File: src/rtl/mux_2in_32data.sv
// Two-input datapath multiplexer with an optional registered observation stage.
// Define MUX_2IN_32DATA_OBS_EN to build out_q/select_q/changed/switch_count; otherwise they read 0.
module mux_2in_32data #(
   parameter int WIDTH     = 32,
   parameter int CNT_WIDTH = 16
) (
   input  logic                 clk,
   input  logic                 rst,
   input  logic                 select,
   input  logic [WIDTH-1:0]     in_0,
   input  logic [WIDTH-1:0]     in_1,
   output logic [WIDTH-1:0]     out,
   output logic [WIDTH-1:0]     out_q,
   output logic                 select_q,
   output logic                 changed,
   output logic [CNT_WIDTH-1:0] switch_count
);

   // The datapath result never touches clk or rst.
   assign out = select ? in_1 : in_0;

`ifdef MUX_2IN_32DATA_OBS_EN
   logic [WIDTH-1:0]     r_out_q;
   logic                 r_select_q;
   logic                 r_changed;
   logic [CNT_WIDTH-1:0] r_switch_count;
   logic                 w_changed;
   logic                 w_saturated;

   assign w_changed   = (select != r_select_q);
   assign w_saturated = (r_switch_count == {CNT_WIDTH{1'b1}});

   always_ff @(posedge clk) begin
      if (rst) begin
         r_out_q        <= '0;
         r_select_q     <= 1'b0;
         r_changed      <= 1'b0;
         r_switch_count <= '0;
      end else begin
         r_out_q    <= out;
         r_select_q <= select;
         r_changed  <= w_changed;
         // Saturate instead of wrapping so a long-running count stays meaningful.
         if (w_changed && !w_saturated) begin
            r_switch_count <= r_switch_count + 1'b1;
         end
      end
   end

   assign out_q        = r_out_q;
   assign select_q     = r_select_q;
   assign changed      = r_changed;
   assign switch_count = r_switch_count;
`else
   logic w_unused;
   assign w_unused     = ^{clk, rst};
   assign out_q        = '0;
   assign select_q     = 1'b0;
   assign changed      = 1'b0;
   assign switch_count = '0;
`endif

endmodule

File: config.mk
export PLATFORM = sky130hd
export DESIGN_NAME = mux_2in_32data
export DESIGN_NICKNAME = d
export VERILOG_FILES = /design/src/rtl/mux_2in_32data.sv
export SDC_FILE = /design/constraint.sdc
export NUM_CORES = 1
export LEC_CHECK = 0
export BUFFER_PORTS_ARGS = -buffer_cell sky130_fd_sc_hd__buf_2
export CORE_MARGIN = 10
export CORE_UTILIZATION = 27
export DETAILED_ROUTE_END_ITERATION = 12
export PLACE_DENSITY_LB_ADDON = 0.25
export SLEW_MARGIN = 25
export SYNTH_ARGS = -nofsm -noshare
export SYNTH_HDL_FRONTEND = slang
export SYNTH_SLANG_ARGS = --single-unit
export TNS_END_PERCENT = 20
File: constraint.sdc
create_clock -name vclk -period 0.8
set_clock_uncertainty 0.1 [all_clocks]
set_input_delay 0.04 -clock vclk [all_inputs]
set_output_delay 0.04 -clock vclk [all_outputs]
set_load 0.05 [all_outputs]
# Word-level counts from Yosys, hierarchy flattened
# Index checks and enable logic that the tools add are counted.
dict set report totals {
  inputBits 67
  regBits 0
}
dict set report op_classes {
  mux 1
}
# cell n
set ops {}
lappend ops {{$mux 32} 1}

# Logic depth before layout (Yosys ltp)
# Gate-level depths: netlist of the first run.
dict set report depth {
  depth_word 1
  depth_mapped 3
}

# Worst setup path after synthesis of the first run
# No wires, ideal clock.
dict set report synth_path {
  kind {in2out}
  from {input select}
  to {output out[0]}
  arrival_ns 0.679
  path_buffers 2
  path_slack_ns -0.019
  stages 3
  path_cell_list {buf_6 -> buf_12 -> mux2_4}
}
dict set report synth_via {
  elab_chain_len 1
}
# item line_no
set synth_rtl {}
lappend synth_rtl {{start, declared} 9} ;# input logic select,
lappend synth_rtl {{$mux 32} 20} ;# assign out = select ? in_1 : in_0;
lappend synth_rtl {{end, declared} 12} ;# output logic [WIDTH-1:0] out,
# Every way passes these cells.

# Final worst setup path of the first run
dict set report layout_path {
  from {input select}
  to {output out[5]}
}
# Same word-level chain as after synthesis.

==> results of run 1 <==
[critical path, delay by kind of cell]
family	cells	cell delay, ns
buffers and inverters	3	0.42
muxes	1	0.30
[power by group through the flow]
stage	Sequential, mW	Clock [mW]	Combinational (mW)
4_1_cts	0	0	1.83
5_1_grt	0	0	1.90
3_3_place_gp	0	0	1.53
3_5_place_dp	0	0	1.54
6_report	0	0	1.83
2_1_floorplan	0	0	1.47
[through the flow]
step	hold WS, ns	std cells	cell area [sq um]	setup slack (ns)	total power [mW]
global placement	0.4250	227	1244	-0.2559	1.534
floorplan	0.2024	136	1116	-0.01206	1.471
finish	0.3302	231	1592	-0.1134	1.829
detailed placement	0.4273	227	1244	-0.2580	1.538
global route	0.3412	231	1592	-0.1304	1.903
CTS	0.3325	231	1592	-0.1150	1.825
[kinds of logic (layout without fill, tap and decap cells)]
family	count (synthesis)	in the layout	share of synthesized area, %
other	1	50	0.4061
buffers and inverters	54	103	48.37
muxes	32	32	51.22
[worst max path at each step]
stage | startpoint | to | slack (ns)
floorplan | select | out[0] | -0.01
global placement | select | out[24] | -0.26
detailed placement | select | out[24] | -0.26
CTS | select | out[29] | -0.12
global route | select | out[0] | -0.13
finish | select | out[5] | -0.11
[cell usage in the layout, fill, tap and decap left out]
cell type / instances
buf_16: 4
mux2_4: 32
buf_2: 64
buf_8: 4
buf_6: 28
conb_1: 50
buf_12: 3
[layout make-up]
class                      instances  area, sq um
fill                             334         1719
timing repair buffer             103        865.8
multi-input combinational         82        668.1
tap                               46        57.56
[metal layers]
layer	GRT usage (%)	wire, microns	up-vias
met5	0	0	-
met4	0.5376	24	0
met3	7.062	583	2
met1	8.659	945	345
met2	20.48	2016	69
li1	-	-	387
[what timing repair did]
action                     4_1_cts  5_1_grt
gates resized for setup         78        0
gates cloned                     4        0
setup endpoints to repair       32       32
==> impl_metrics.env, run 1 <==
export IMPL_synth_warn=0
export IMPL_swShare_pct=65.55
export IMPL_min_period_ns=0.9134
export IMPL_critical_hold_path_startpoint="in_0[11]"
export IMPL_post_cts_setup_buffer_count=0
export IMPL_whs_endpoint="out[11]"
export IMPL_combinational_power_share_pct=100.0
export IMPL_pin_count_of_the_biggest_net_entering_global_routing=7
export IMPL_netlist_top_cells_count="buf_4 (50), mux2_4 (30), buf_12 (3), mux2_2 (2)"
export IMPL_path_max_fanout=6
export IMPL_drv_slew=0
export IMPL_timing_final_hold_violations=0
export IMPL_synthesis_area_per_instance_sq_um=10.61
export IMPL_cp_cell_sequence="buf_12 > buf_16 > mux2_4 > buf_6"
export IMPL_design_seq_count=0
export IMPL_floorplan_die_area_sq_mm=0.006159
export IMPL_area_delta_synth_final_pct=72.36
export IMPL_post_synth_main_area_contributors="mux2_4 (49%), buf_4 (41%), buf_12 (6.5%)"
export IMPL_initial_core_util_pct=27.89
export IMPL_routed_wirelength_mm=3.569
export IMPL_cp_required_ns=0.66
export IMPL_power_switching_mw=1.199
export IMPL_leakage_power_nw=0.9545
export IMPL_setup_viol=32
export IMPL_die_width_microns=78.48
export IMPL_hold_path_cell_count=3
export IMPL_detail_route_drc_violations=0
export IMPL_final_core_util_pct=48.07
export IMPL_antenna_found_initial=0
export IMPL_grt_pass1_wl_mm=5.347
export IMPL_max_freq_mhz=1095
export IMPL_powerDensity_mw_per_mm2=1149
export IMPL_placement_rows=21
export IMPL_floorplan_core_area_sq_mm=0.003311
export IMPL_first_global_vias=970
export IMPL_initialDrtViolationCount=8
export IMPL_synth_sequential_area_ratio_pct=0
export IMPL_worst_vdd_drop_uv=375.4
export IMPL_share_seq_of_total_power_pct=0
export IMPL_critical_path_startpoint_type="input pin"
export IMPL_placement_io_buffers=97
export IMPL_clock_buffers=0
export IMPL_final_critical_path_setup_slack_ns=-0.1134
export IMPL_ant_nets=0
export IMPL_postCtsHoldBufs=0
export IMPL_timing_setup_critical_path_class="input pin to output port"
export IMPL_post_route_cells_drive_above_1_share_pct=72.97
export IMPL_clkPwrFrac_pct=0
export IMPL_layout_nets=254
export IMPL_min_period_over_period_pct=114.2
export IMPL_cp_capture_type="output port"
export IMPL_route_detailed_wl_per_inst_microns=15.45
export IMPL_unrepaired_setup_endpoints_after_global_routing="true"
export IMPL_synth_top_cell_area_share_pct=48.78
export IMPL_drt_pass1_iterations=2
export IMPL_die_height_microns=78.48
export IMPL_grt_util_all_layers_pct=10.37
export IMPL_internal_power_mw=0.6302
export IMPL_timing_max_cap_violations=0
export IMPL_cp_data_arrival_time_ns=0.77
export IMPL_post_synth_num_cell_types=6
export IMPL_synthDominantAreaCellType="mux2_4"
export IMPL_synthMostInstantiatedCell="buf_4"
export IMPL_place_gp_congestion=0.6946
export IMPL_globalRouteOverflowTotal=0
export IMPL_drt_vias_per_instance=3.476
export IMPL_insertedDiodeCount=0
export IMPL_violated_checks="setup timing"
export IMPL_top_level_ports=149
export IMPL_dpl_hpwl_mm=3.165
export IMPL_postSynthCellCount=87
export IMPL_tns_ns=-3.306
export IMPL_syn_area_sq_um=923.4
export IMPL_cp_slowest_stage_delay_ns=0.30
export IMPL_worstHoldPathType="input pin to output port"
export IMPL_status="finished with violations"
export IMPL_register_area_sq_um=0
export IMPL_dr_total_vias=803
export IMPL_crit_slowest_cell="mux2_4"
Power figures use the tool's default switching activity.
==> run 2: changes to the inputs <==
--- a/config.mk
+++ b/config.mk
@@ -7,7 +7,7 @@
 export LEC_CHECK = 0
 export BUFFER_PORTS_ARGS = -buffer_cell sky130_fd_sc_hd__buf_2
 export CORE_MARGIN = 10
-export CORE_UTILIZATION = 27
+export CORE_UTILIZATION = 32
 export DETAILED_ROUTE_END_ITERATION = 12
 export PLACE_DENSITY_LB_ADDON = 0.25
 export SLEW_MARGIN = 25
==> constraint.sdc (replaced) <==
create_clock -name vclk -period 1.07
set_clock_uncertainty 0.1 [all_clocks]
set_input_delay 0.0535 -clock vclk [all_inputs]
set_output_delay 0.0535 -clock vclk [all_outputs]
set_load 0.05 [all_outputs]
==> run 2 against run 1 <==
The flow now finishes without violations. Final cell count down 6.9%. Non-clock buffer count fell by 1. Critical path depth stayed put. Utilization grew 0.93 points. Combinational power is 33% lower. First-iteration DRC count decreased by 75%. Setup slack better by 0.14 ns. Via count up 3.1%. Global-route usage is 0.35 points higher. Wire length increased by 3.8%. Final area is 15% lower. Critical endpoint is now out[28]. Largest power group unchanged.
==> impl_metrics.env, run 2 (synthesis results as in run 1) <==
export IMPL_drt_vias_per_instance=3.851
export IMPL_insertedDiodeCount=0
export IMPL_routed_wirelength_mm=3.704
export IMPL_placement_io_buffers=97
export IMPL_cp_required_ns=0.92
export IMPL_leakage_power_nw=0.8697
export IMPL_first_global_vias=893
export IMPL_min_period_ns=1.047
export IMPL_initial_core_util_pct=33.48
export IMPL_grt_util_all_layers_pct=10.72
export IMPL_final_critical_path_setup_slack_ns=0.02256
export IMPL_timing_max_cap_violations=0
export IMPL_dr_total_vias=828
export IMPL_globalRouteOverflowTotal=0
export IMPL_drt_pass1_iterations=2
export IMPL_powerDensity_mw_per_mm2=913.5
export IMPL_max_freq_mhz=954.7
export IMPL_detail_route_drc_violations=0
export IMPL_drv_slew=0
export IMPL_final_cells=215
export IMPL_cp_capture_type="output port"
export IMPL_ant_nets=0
export IMPL_area_delta_synth_final_pct=46.34
export IMPL_clock_buffers=0
export IMPL_route_detailed_wl_per_inst_microns=17.23
export IMPL_pin_count_of_the_biggest_net_entering_global_routing=24
export IMPL_layout_nets=253
export IMPL_timing_setup_critical_path_class="input pin to output port"
export IMPL_post_cts_setup_buffer_count=0
export IMPL_place_gp_congestion=0.6833
export IMPL_dp_cells=212
export IMPL_antenna_found_initial=1
export IMPL_mostFrequentLayoutCells="buf_2 (71), conb_1 (50), mux2_4 (30), buf_4 (25)"
export IMPL_path_max_fanout=6
export IMPL_design_seq_count=0
export IMPL_worstHoldPathType="input pin to output port"
export IMPL_layout_commonest_cell="buf_2"
export IMPL_min_period_over_period_pct=97.89
export IMPL_post_route_cells_drive_above_1_share_pct=72.83
export IMPL_initialDrtViolationCount=2
export IMPL_setup_viol=0
export IMPL_critical_path_startpoint_type="input pin"
export IMPL_register_area_sq_um=0
export IMPL_placement_rows=19
export IMPL_unrepaired_setup_endpoints_after_global_routing="false"
export IMPL_worst_vdd_drop_uv=558.3
export IMPL_top_level_ports=149
export IMPL_die_width_microns=73.72
export IMPL_timing_final_hold_violations=0
export IMPL_floorplan_die_area_sq_mm=0.005434
export IMPL_status="complete, no violations"
export IMPL_cp_data_arrival_time_ns=0.89
export IMPL_floorplan_core_area_sq_mm=0.002758
export IMPL_pre_cts_slack_ns=-0.01889
export IMPL_grt_pass1_wl_mm=4.747
export IMPL_dpl_hpwl_mm=3.381
export IMPL_die_height_microns=73.72
## run 2: cell count changes in the layout (fill, tap and decap cells not counted), moves of 2 or more
cell and change:
buf_6 -27, buf_4 +25, buf_2 +7, buf_16 -4, buf_8 -4, clkbuf_16 +2
mux2_2 +2, mux2_4 -2
## run 2: what timing repair did
action,CTS,global route
hold buffers,0,0
resized for setup,2,50
setup endpoints to repair,3,32
gates cloned,0,3
## run 2: stage by stage
stage	hold WS, ns	util (%)	setup TNS, ns	power (mW)	cell area (sq um)
2_1_floorplan	0.2294	-	0	1.096	1107
3_3_place_gp	0.4547	43.97	-0.01738	1.138	1212
3_5_place_dp	0.4565	43.97	-0.03389	1.148	1212
4_1_cts	0.3966	44.15	-0.001392	1.153	1217
5_1_grt	0.3978	49.00	0	1.279	1351
6_report	0.3912	49.00	0	1.234	1351
## run 2: layer usage
layer,wire [microns],vias to the layer above,track usage (%)
met5,20,-,0
met4,0,2,0
met3,644,2,6.729
met2,2077,70,21.59
met1,961,371,8.995
li1,-,383,-
## run 2: worst paths after layout
check / start / end / cells past startpoint
max: select / out[28] / 4
min: in_0[4] / out[4] / 3
## run 2: worst max-delay path: stages
cell and delay (ns):
buf_4 0.16, clkbuf_16 0.17, mux2_4 0.29, buf_2 0.21
## run 2: area by class of cell
cell class | count | area [sq um]
fillers | 270 | 1406
well taps | 31 | 38.79
multi-input cells | 82 | 660.6
repair buffers | 102 | 651.9
## run 2: power by group
part / switching, mW / internal (mW) / total [mW]
clock: 0 / 0 / 0
combinational: 0.874 / 0.360 / 1.23
sequential: 0 / 0 / 0
total: 0.874 / 0.360 / 1.23
==> run 3: changes to the inputs <==
--- a/config.mk
+++ b/config.mk
@@ -5,9 +5,12 @@
 export SDC_FILE = /design/constraint.sdc
 export NUM_CORES = 1
 export LEC_CHECK = 0
+export ABC_AREA = 1
 export BUFFER_PORTS_ARGS = -buffer_cell sky130_fd_sc_hd__buf_2
+export CELL_PAD_IN_SITES_DETAIL_PLACEMENT = 0
+export CELL_PAD_IN_SITES_GLOBAL_PLACEMENT = 2
 export CORE_MARGIN = 10
-export CORE_UTILIZATION = 32
+export CORE_UTILIZATION = 10
 export DETAILED_ROUTE_END_ITERATION = 12
 export PLACE_DENSITY_LB_ADDON = 0.25
 export SLEW_MARGIN = 25
==> constraint.sdc (replaced) <==
create_clock -name vclk -period 0.9
set_clock_uncertainty 0.1 [all_clocks]
set_input_delay 0.045 -clock vclk [all_inputs]
set_output_delay 0.045 -clock vclk [all_outputs]
set_load 0.05 [all_outputs]
==> run 3 against run 2 <==
Wire length grew 13%. Largest power group unchanged. Sequential share of layout area is the same. Combinational power grew 18%. Utilization shrank 32 points. Total power grew 17%. Final area grew 3.9%. Die area grew 140%. Critical path depth grew 1. Global-route usage shrank 5.2 points.
==> impl_metrics.env, run 3 <==
export IMPL_netlist_top_cells_count="nand2_1 (86), buf_4 (50), nand2_2 (10), buf_6 (3), clkbuf_8 (3)"
export IMPL_placement_io_buffers=97
export IMPL_critical_path_most_common_cell="nand2_1"
export IMPL_area_delta_synth_final_pct=61.21
export IMPL_worst_vdd_drop_uv=296.0
export IMPL_synth_compound_gate_area_share_pct=0
export IMPL_insertedDiodeCount=0
export IMPL_route_detailed_wl_per_inst_microns=11.93
export IMPL_grt_pass1_wl_mm=5.954
export IMPL_dpl_hpwl_mm=3.379
export IMPL_swShare_pct=75.35
export IMPL_drt_vias_per_instance=3.014
export IMPL_met3_usage_pct=2.430
export IMPL_floorplan_core_area_sq_mm=0.008341
export IMPL_synth_mux_area_fraction_pct=0
export IMPL_post_synth_main_area_contributors="buf_4 (43%), nand2_1 (37%), nand2_2 (7.2%)"
export IMPL_worstHoldPathType="input pin to output port"
export IMPL_met1_usage_pct=5.739
export IMPL_share_seq_of_total_power_pct=0
export IMPL_combinational_power_share_pct=100.0
export IMPL_clock_buffers=0
export IMPL_min_period_ns=0.8355
export IMPL_die_height_microns=113.3
export IMPL_first_global_vias=1121
export IMPL_post_cts_setup_buffer_count=0
export IMPL_routed_wirelength_mm=4.186
export IMPL_cp_cell_sequence="buf_6 > buf_12 > nand2_1 > nand2_1 > buf_4"
export IMPL_hold_worst_slack_ns=0.3241
export IMPL_clkPwrFrac_pct=0
export IMPL_timing_setup_critical_path_class="input pin to output port"
export IMPL_post_route_cells_drive_above_1_share_pct=44.72
export IMPL_dr_total_vias=1058
export IMPL_synth_adder_area_share_pct=0
export IMPL_critical_path_startpoint_type="input pin"
export IMPL_unrepaired_setup_endpoints_after_global_routing="false"
export IMPL_placement_rows=33
export IMPL_drt_pass1_iterations=4
export IMPL_cp_slowest_stage_delay_ns=0.20
export IMPL_place_gp_congestion=0.6387
export IMPL_xor_xnor_share_of_the_synthesized_area_pct=0
export IMPL_synth_warn=0
export IMPL_cp_capture_type="output port"
export IMPL_area_of_the_multi_input_gates_sq_um=573.1
export IMPL_die_width_microns=113.3
export IMPL_leakage_power_nw=0.9106
export IMPL_cp_required_ns=0.75
export IMPL_path_max_fanout=16
export IMPL_synth_top_family_by_area="buffers and inverters"
export IMPL_status="complete, no violations"
export IMPL_timing_final_hold_violations=0
export IMPL_busiest_layer="met2"
export IMPL_post_synth_num_cell_types=8
export IMPL_synthMostInstantiatedCell="nand2_1"
export IMPL_timing_max_cap_violations=0
export IMPL_ant_nets=0
export IMPL_internal_power_mw=0.3572
export IMPL_synthesis_area_per_instance_sq_um=5.618
export IMPL_finalPower_mw=1.449
export IMPL_initial_core_util_pct=10.44
export IMPL_pin_count_of_the_biggest_net_entering_global_routing=33
export IMPL_crit_slowest_cell="buf_4"
export IMPL_powerDensity_mw_per_mm2=1032
export IMPL_grtUsageMet2_pct=10.56
export IMPL_postLayoutCellArea_sq_mm=0.001404
export IMPL_antenna_found_initial=0
export IMPL_max_freq_mhz=1197
export IMPL_synth_sequential_area_ratio_pct=0
export IMPL_postSynthCellCount=155
export IMPL_postCtsHoldBufs=0
export IMPL_grt_util_all_layers_pct=5.527
export IMPL_register_area_sq_um=0
export IMPL_top_level_ports=149
export IMPL_cp_data_arrival_time_ns=0.69
export IMPL_placedInstanceArea_sq_mm=0.001221
export IMPL_power_switching_mw=1.092
export IMPL_synthDominantAreaCellType="buf_4"
export IMPL_floorplan_die_area_sq_mm=0.01284
export IMPL_detail_route_drc_violations=0
export IMPL_globalRouteOverflowTotal=0
export IMPL_mostFrequentLayoutCells="nand2_1 (86), buf_2 (64), conb_1 (50), buf_6 (18), buf_4 (15)"
export IMPL_layout_nets=315
export IMPL_yosys_area_share_simple_pct=44.25
export IMPL_setup_viol=0
export IMPL_syn_area_sq_um=870.8
export IMPL_layout_commonest_cell="nand2_1"
export IMPL_min_period_over_period_pct=92.83
export IMPL_initialDrtViolationCount=18
export IMPL_fillCellCount=1003
export IMPL_synth_top_cell_area_share_pct=43.10
export IMPL_drv_slew=0
export IMPL_design_seq_count=0
-- run 3: cell count changes after synthesis, sizes merged --
cell,previous run,this run
mux2,32,0
nand2,0,96
inv,0,1
clkbuf,0,3
-- run 3: power groups by stage --
stage	clock, mW	sequential, mW	combinational, mW
2_1_floorplan	0	0	1.22
3_3_place_gp	0	0	1.31
3_5_place_dp	0	0	1.30
4_1_cts	0	0	1.45
5_1_grt	0	0	1.53
6_report	0	0	1.45
-- run 3: metal layers --
layer | routed length [microns] | up-vias
li1 | - | 541
met1 | 1527 | 439
met2 | 2140 | 78
met3 | 518 | 0
met4 | 0 | 0
met5 | 0 | -
-- run 3: logic make-up (layout without fill, tap and decap cells) --
logic type	Yosys count	in the layout
and+or+nand+nor	96	96
buffers and inverters	58	100
other	1	50
-- run 3: cell type report --
type	instances	area share (%)
inverters	1	1.159
multi-input cells	146	40.82
repair buffers	99	48.66
well taps	105	9.358
-- run 3: timing repair --
| action | 4_1_cts | 5_1_grt |
|---|---|---|
| endpoints found under the setup margin | 32 | 1 |
| resized for setup | 52 | 1 |
| cloned | 1 | 0 |
-- run 3: final timing paths --
check     start       to  slack, ns  cells after the start
max      select  out[24]       0.06                      5
min    in_0[23]  out[23]       0.32                      4
-- run 3: worst max-delay path, delay by kind of cell --
kind,cells,cell delay (ns)
simple gates,2,0.13
buf+inv,3,0.50
-- run 3: metrics by stage --
stage,util (%),std cells,worst slack (ns),setup TNS (ns)
5_1_grt,16.83,351,0.007575,0
3_3_place_gp,14.64,350,-0.09403,-2.383
4_1_cts,16.79,351,0.05266,0
2_1_floorplan,-,204,0.03411,0
6_report,16.83,351,0.06451,0
3_5_place_dp,14.64,350,-0.09114,-2.249
